File: config.mk
export PLATFORM = sky130hd
export DESIGN_NAME = truth_table_scanner
export DESIGN_NICKNAME = d
export VERILOG_FILES = /design/src/rtl/truth_table_scanner.sv
export SDC_FILE = /design/constraint.sdc
export NUM_CORES = 1
export LEC_CHECK = 0
export CORE_MARGIN = 2
export CORE_UTILIZATION = 25
export CTS_BUF_LIST = sky130_fd_sc_hd__clkbuf_4
export DETAILED_ROUTE_END_ITERATION = 6
export PLACE_DENSITY = 0.54
export SYNTH_ARGS = -nofsm -noshare
export SYNTH_HDL_FRONTEND = slang
export SYNTH_SLANG_ARGS = --single-unit
export TNS_END_PERCENT = 30
File: constraint.sdc
create_clock -name clk -period 3.6 [get_ports clk]
set_clock_uncertainty 0.2 [all_clocks]
set_input_delay 0.72 -clock clk [delete_from_list [all_inputs] [get_ports clk]]
set_output_delay 0.72 -clock clk [all_outputs]
set_load 0.02 [all_outputs]
File: src/rtl/truth_table_scanner.sv
// truth_table_scanner
//   Walks every input vector of an N_IN-input single-output function, holds
//   each vector for SETTLE cycles, then samples the response. It builds the
//   captured truth table, counts minterms and compares against a table that is
//   latched at start.
//
//   Handshake: start is a level sampled at the clock edge and is only honoured
//   in IDLE. abort is only honoured in SCAN and wins over a coincident final
//   sample. done is a single-cycle pulse and is high exactly while the FSM sits
//   in FINISH.
//
//   Ports
//     clk, rst_n  : rising-edge clock, asynchronous active-low reset
//     start       : begin a scan (IDLE only)
//     abort       : terminate a scan in progress
//     exp_table   : expected truth table, bit i = response for vector i
//     resp        : output of the function under test
//     vec         : applied vector, vec[N_IN-1] = first function input
//     busy        : scan in progress
//     done        : one-cycle pulse when a scan completes
//     tbl         : captured truth table (the name "table" is a reserved word)
//     ones        : number of 1 responses
//     mismatch    : sticky, some response differed from the expected table
//     first_bad   : index of the first mismatching vector, 0 when none
//     dbg_state   : current FSM state (0 IDLE, 1 SCAN, 2 FINISH)
module truth_table_scanner #(
  parameter int N_IN   = 5,
  parameter int SETTLE = 2
) (
  input  logic                 clk,
  input  logic                 rst_n,
  input  logic                 start,
  input  logic                 abort,
  input  logic [2**N_IN-1:0]   exp_table,
  input  logic                 resp,
  output logic [N_IN-1:0]      vec,
  output logic                 busy,
  output logic                 done,
  output logic [2**N_IN-1:0]   tbl,
  output logic [N_IN:0]        ones,
  output logic                 mismatch,
  output logic [N_IN-1:0]      first_bad,
  output logic [1:0]           dbg_state
);

  localparam int T  = 2**N_IN;
  localparam int CW = (SETTLE > 1) ? $clog2(SETTLE) : 1;
  localparam logic [CW-1:0]   CNT_LAST = CW'(SETTLE - 1);
  localparam logic [N_IN-1:0] VEC_LAST = {N_IN{1'b1}};

  typedef enum logic [1:0] {
    S_IDLE   = 2'd0,
    S_SCAN   = 2'd1,
    S_FINISH = 2'd2
  } state_t;

  state_t            state_q, state_d;
  logic [N_IN-1:0]   vec_q, vec_d;
  logic              busy_q, busy_d;
  logic              done_q, done_d;
  logic [T-1:0]      tbl_q, tbl_d;
  logic [N_IN:0]     ones_q, ones_d;
  logic              mismatch_q, mismatch_d;
  logic [N_IN-1:0]   first_bad_q, first_bad_d;
  logic [T-1:0]      exp_q, exp_d;
  logic [CW-1:0]     cnt_q, cnt_d;

  always_comb begin
    state_d     = state_q;
    vec_d       = vec_q;
    busy_d      = busy_q;
    done_d      = 1'b0;
    tbl_d       = tbl_q;
    ones_d      = ones_q;
    mismatch_d  = mismatch_q;
    first_bad_d = first_bad_q;
    exp_d       = exp_q;
    cnt_d       = cnt_q;

    case (state_q)
      S_IDLE: begin
        if (start) begin
          state_d     = S_SCAN;
          vec_d       = '0;
          busy_d      = 1'b1;
          tbl_d       = '0;
          ones_d      = '0;
          mismatch_d  = 1'b0;
          first_bad_d = '0;
          exp_d       = exp_table;
          cnt_d       = '0;
        end
      end
      S_SCAN: begin
        if (abort) begin
          // Abort beats a coincident final sample: nothing is captured.
          state_d = S_IDLE;
          busy_d  = 1'b0;
          vec_d   = '0;
          cnt_d   = '0;
        end else if (cnt_q == CNT_LAST) begin
          tbl_d[vec_q] = resp;
          ones_d       = ones_q + {{N_IN{1'b0}}, resp};
          if ((resp != exp_q[vec_q]) && !mismatch_q) begin
            mismatch_d  = 1'b1;
            first_bad_d = vec_q;
          end
          cnt_d = '0;
          if (vec_q == VEC_LAST) begin
            vec_d   = '0;
            busy_d  = 1'b0;
            done_d  = 1'b1;
            state_d = S_FINISH;
          end else begin
            vec_d = vec_q + 1'b1;
          end
        end else begin
          cnt_d = cnt_q + 1'b1;
        end
      end
      S_FINISH: begin
        state_d = S_IDLE;
      end
      default: begin
        state_d = S_IDLE;
        busy_d  = 1'b0;
        vec_d   = '0;
      end
    endcase
  end

  always_ff @(posedge clk or negedge rst_n) begin
    if (!rst_n) begin
      state_q     <= S_IDLE;
      vec_q       <= '0;
      busy_q      <= 1'b0;
      done_q      <= 1'b0;
      tbl_q       <= '0;
      ones_q      <= '0;
      mismatch_q  <= 1'b0;
      first_bad_q <= '0;
      exp_q       <= '0;
      cnt_q       <= '0;
    end else begin
      state_q     <= state_d;
      vec_q       <= vec_d;
      busy_q      <= busy_d;
      done_q      <= done_d;
      tbl_q       <= tbl_d;
      ones_q      <= ones_d;
      mismatch_q  <= mismatch_d;
      first_bad_q <= first_bad_d;
      exp_q       <= exp_d;
      cnt_q       <= cnt_d;
    end
  end

  assign vec       = vec_q;
  assign busy      = busy_q;
  assign done      = done_q;
  assign tbl       = tbl_q;
  assign ones      = ones_q;
  assign mismatch  = mismatch_q;
  assign first_bad = first_bad_q;
  assign dbg_state = state_q;

endmodule

==> impl_metrics.env <==
export IMPL_core_um2=15830
export IMPL_hold_viol=0
export IMPL_r2r_setup_slack_ps=590
export IMPL_via_count=3200
export IMPL_start_util_pct=25.43
export IMPL_cts_inserted_buffers=9
export IMPL_clk_path_buf_depth=2
export IMPL_post_place_ws_ps=569.9
export IMPL_track_usage_pct=13.16
export IMPL_final_area_um2=5221
export IMPL_reg2reg_from="vec[0]"
export IMPL_synth_mux_area_share_pct=4.414
export IMPL_clk_insertion_delay_late_ps=460
export IMPL_grt_pass1_vias=3078
export IMPL_syn_nets=439
export IMPL_synth_seq_cells=86
export IMPL_hpwlAfterDp_um=7627
export IMPL_vias_per_cell=4.638
export IMPL_startpoint_type="flop"
export IMPL_chipHeight_um=130.9
export IMPL_critPathKind="flop to primary output"
export IMPL_hold_class="input port to async pin"
export IMPL_relSlewSlack_pct=27.57
export IMPL_cellLeakagePower_nw=2.273
export IMPL_synth_cell_type_count=47
export IMPL_fin_crit_ps=3165
export IMPL_antenna_found_initial=0
export IMPL_avgSynthCellArea_um2=10.19
export IMPL_post_dp_cell_area_um2=5090
export IMPL_tns_ps=0
export IMPL_netlist_area_um2=4025
export IMPL_htreeDepth=3
export IMPL_drtAntennaViolNets=0
export IMPL_path_max_fanout=14
export IMPL_synthSimpleGateAreaFrac_pct=18.40
export IMPL_crit_arrival_ps=2250
export IMPL_r2r_cells=7
export IMPL_ios=90
export IMPL_switchingPower_mw=0.6393
export IMPL_reg2reg_to="first_bad[3]"
export IMPL_p_seq_share_pct=53.9
export IMPL_io_buffers=89
export IMPL_slew_violations=0
export IMPL_postCtsSetupRepairBufs=0
export IMPL_hold_worst_slack_ps=250.8
export IMPL_route_detailed_drc=0
export IMPL_synth_xor_xnor_area_share_pct=0.6528
export IMPL_routedWlPerCell_um=15.43
export IMPL_dp_cells=675
export IMPL_wl_um=10650
export IMPL_ys_flop_type="dfrtp_1"
export IMPL_synth_compound_area_share_pct=16.91
export IMPL_worst_setup_path_end_kind="primary output"
export IMPL_grt_max_degree=87
export IMPL_drive_gt1_share_pct=6.962
export IMPL_layoutNonFillerInstCount=690
export IMPL_area_growth_pct=29.72
export IMPL_peakVddDrop_mv=0.2194
export IMPL_fmax_mhz=316.0
export IMPL_worstPathRequired_ps=2680
export IMPL_die_width_um=130.9
export IMPL_clock_sinks=86
export IMPL_dieArea_um2=17130
export IMPL_fin_crit_sh_pct=87.92
export IMPL_synth_top_family_by_area="simple AND/OR/NAND/NOR gates"
export IMPL_mostFrequentLayoutCells="nand2_1 (116), clkdlybuf4s50_1 (88), dfrtp_1 (86)"
export IMPL_synth_seq_area_share_pct=53.47
export IMPL_drtIter0Drc=207
export IMPL_root_buffer="clkbuf_4"
export IMPL_async_flop_share_pct=100.0
export IMPL_setup_ws_ps=435.0
export IMPL_final_setup_viol_count=0
export IMPL_rows=46
export IMPL_overflow=0
export IMPL_p_comb_share_pct=19.8
export IMPL_power_frac_clock_pct=26.3
export IMPL_powerDensity_nw_per_um2=401.6
export IMPL_drv_cap=0
export IMPL_power_mw=2.097
export IMPL_synth_edf_count=0
export IMPL_synthesis_instances=395
export IMPL_gp_congestion=0.7959
export IMPL_final_util_pct=32.99
export IMPL_cts_resized=0
export IMPL_dr_pass1_iters=4
export IMPL_diodes=0
export IMPL_switching_share_pct=30.48
export IMPL_yosys_warnings=0
export IMPL_n_fill_cell=1639
export IMPL_rsz0062_at_grt="no"
export IMPL_ctsHoldBuffers=0
export IMPL_p_int_mw=1.458
export IMPL_clk_pin_slew_ps=130
export IMPL_cts_tree="yes"
export IMPL_final_nets=514
export IMPL_outcome="finished, final reports clean"
export IMPL_worst_slew_pin_slew_ps=1086
export IMPL_synth_fa_ha_area_share_pct=2.176
export IMPL_final_common_cell="nand2_1"
export IMPL_grt_pass1_wl_um=17200
metal layers:
metal,GRT usage [%],up-vias,share of wire [%]
li1,-,1559,-
met1,18.90,1561,49
met2,19.58,71,45
met3,3.705,9,4.9
met4,3.379,0,1.0
met5,0,-,0
logic make-up (layout without fill, tap and decap cells):
| family | after synthesis | count (layout) |
|---|---|---|
| DFF | 86 | 86 |
| AOI/OAI and AO/OA | 92 | 92 |
| muxes | 12 | 12 |
| buffers and inverters | 34 | 113 |
| and+or+nand+nor | 161 | 161 |
| adders and majority gates | 7 | 7 |
| xor gates and xnor gates | 3 | 3 |
power by group through the flow:
stage	Sequential (mW)	Combinational [mW]	Clock [mW]
after floorplan	1.14	0.258	0
after global placement	1.15	0.417	0
after detailed placement	1.15	0.423	0
after CTS	1.13	0.424	0.571
after global routing	1.14	0.469	0.618
final	1.13	0.415	0.552
state kept, by name, summed over array words and instances, names as in the netlist, 2 cells and up:
name,flops
tbl,32
dbg_state,2
first_bad,5
vec,5
ones,6
exp_q,32
Yosys cell counts, drive strengths merged, types with 2 or more instances:
library cell | n | area, um2
o21ai | 12 | 60.06
nand4 | 3 | 18.77
inv | 5 | 18.76
nand2b | 5 | 31.28
dfrtp | 86 | 2152
buf | 12 | 77.57
o22ai | 2 | 18.77
nand2 | 116 | 435.4
mux2i | 8 | 80.08
ha | 7 | 87.58
or3 | 4 | 25.02
nand3b | 4 | 46.29
or3b | 3 | 26.28
nand3 | 7 | 40.04
xor2 | 3 | 26.28
o211ai | 31 | 232.7
a21oi | 4 | 23.77
and3 | 4 | 25.02
clkbuf | 17 | 63.81
o31ai | 33 | 252.7
nor2 | 8 | 30.03
a32o | 5 | 50.05
mux4 | 4 | 97.59
worst max-delay path, cell delays in order, from the launching register on:
cell and delay [ps]:
dfrtp_1 800, buf_4 300, clkdlybuf4s50_1 680
worst max-delay path by stage:
| stage | start | endpoint | slack [ps] | cells past startpoint |
|---|---|---|---|---|
| 2_1_floorplan | vec[0] | first_bad[0] | 1180 | 7 |
| 4_1_cts | vec[0] | vec[0] | 390 | 2 |
| 5_1_grt | vec[0] | vec[0] | 290 | 2 |
| 3_3_place_gp | vec[0] | first_bad[3] | 580 | 7 |
| 3_5_place_dp | abort | tbl[24] | 570 | 6 |
| 6_report | vec[0] | vec[0] | 430 | 2 |
cell type report:
type,instances,area (um2),share of cell area (%)
sequential,86,2152,41.22
multi-input combinational,275,1718,32.90
timing repair buffer,93,930.9,17.83
tap,216,270.3,5.176
clock buffer,11,82.58,1.582
clock inverter,4,48.80,0.9346
inverter,5,18.77,0.3595
Note: power is estimated with default switching activity, not from simulation.
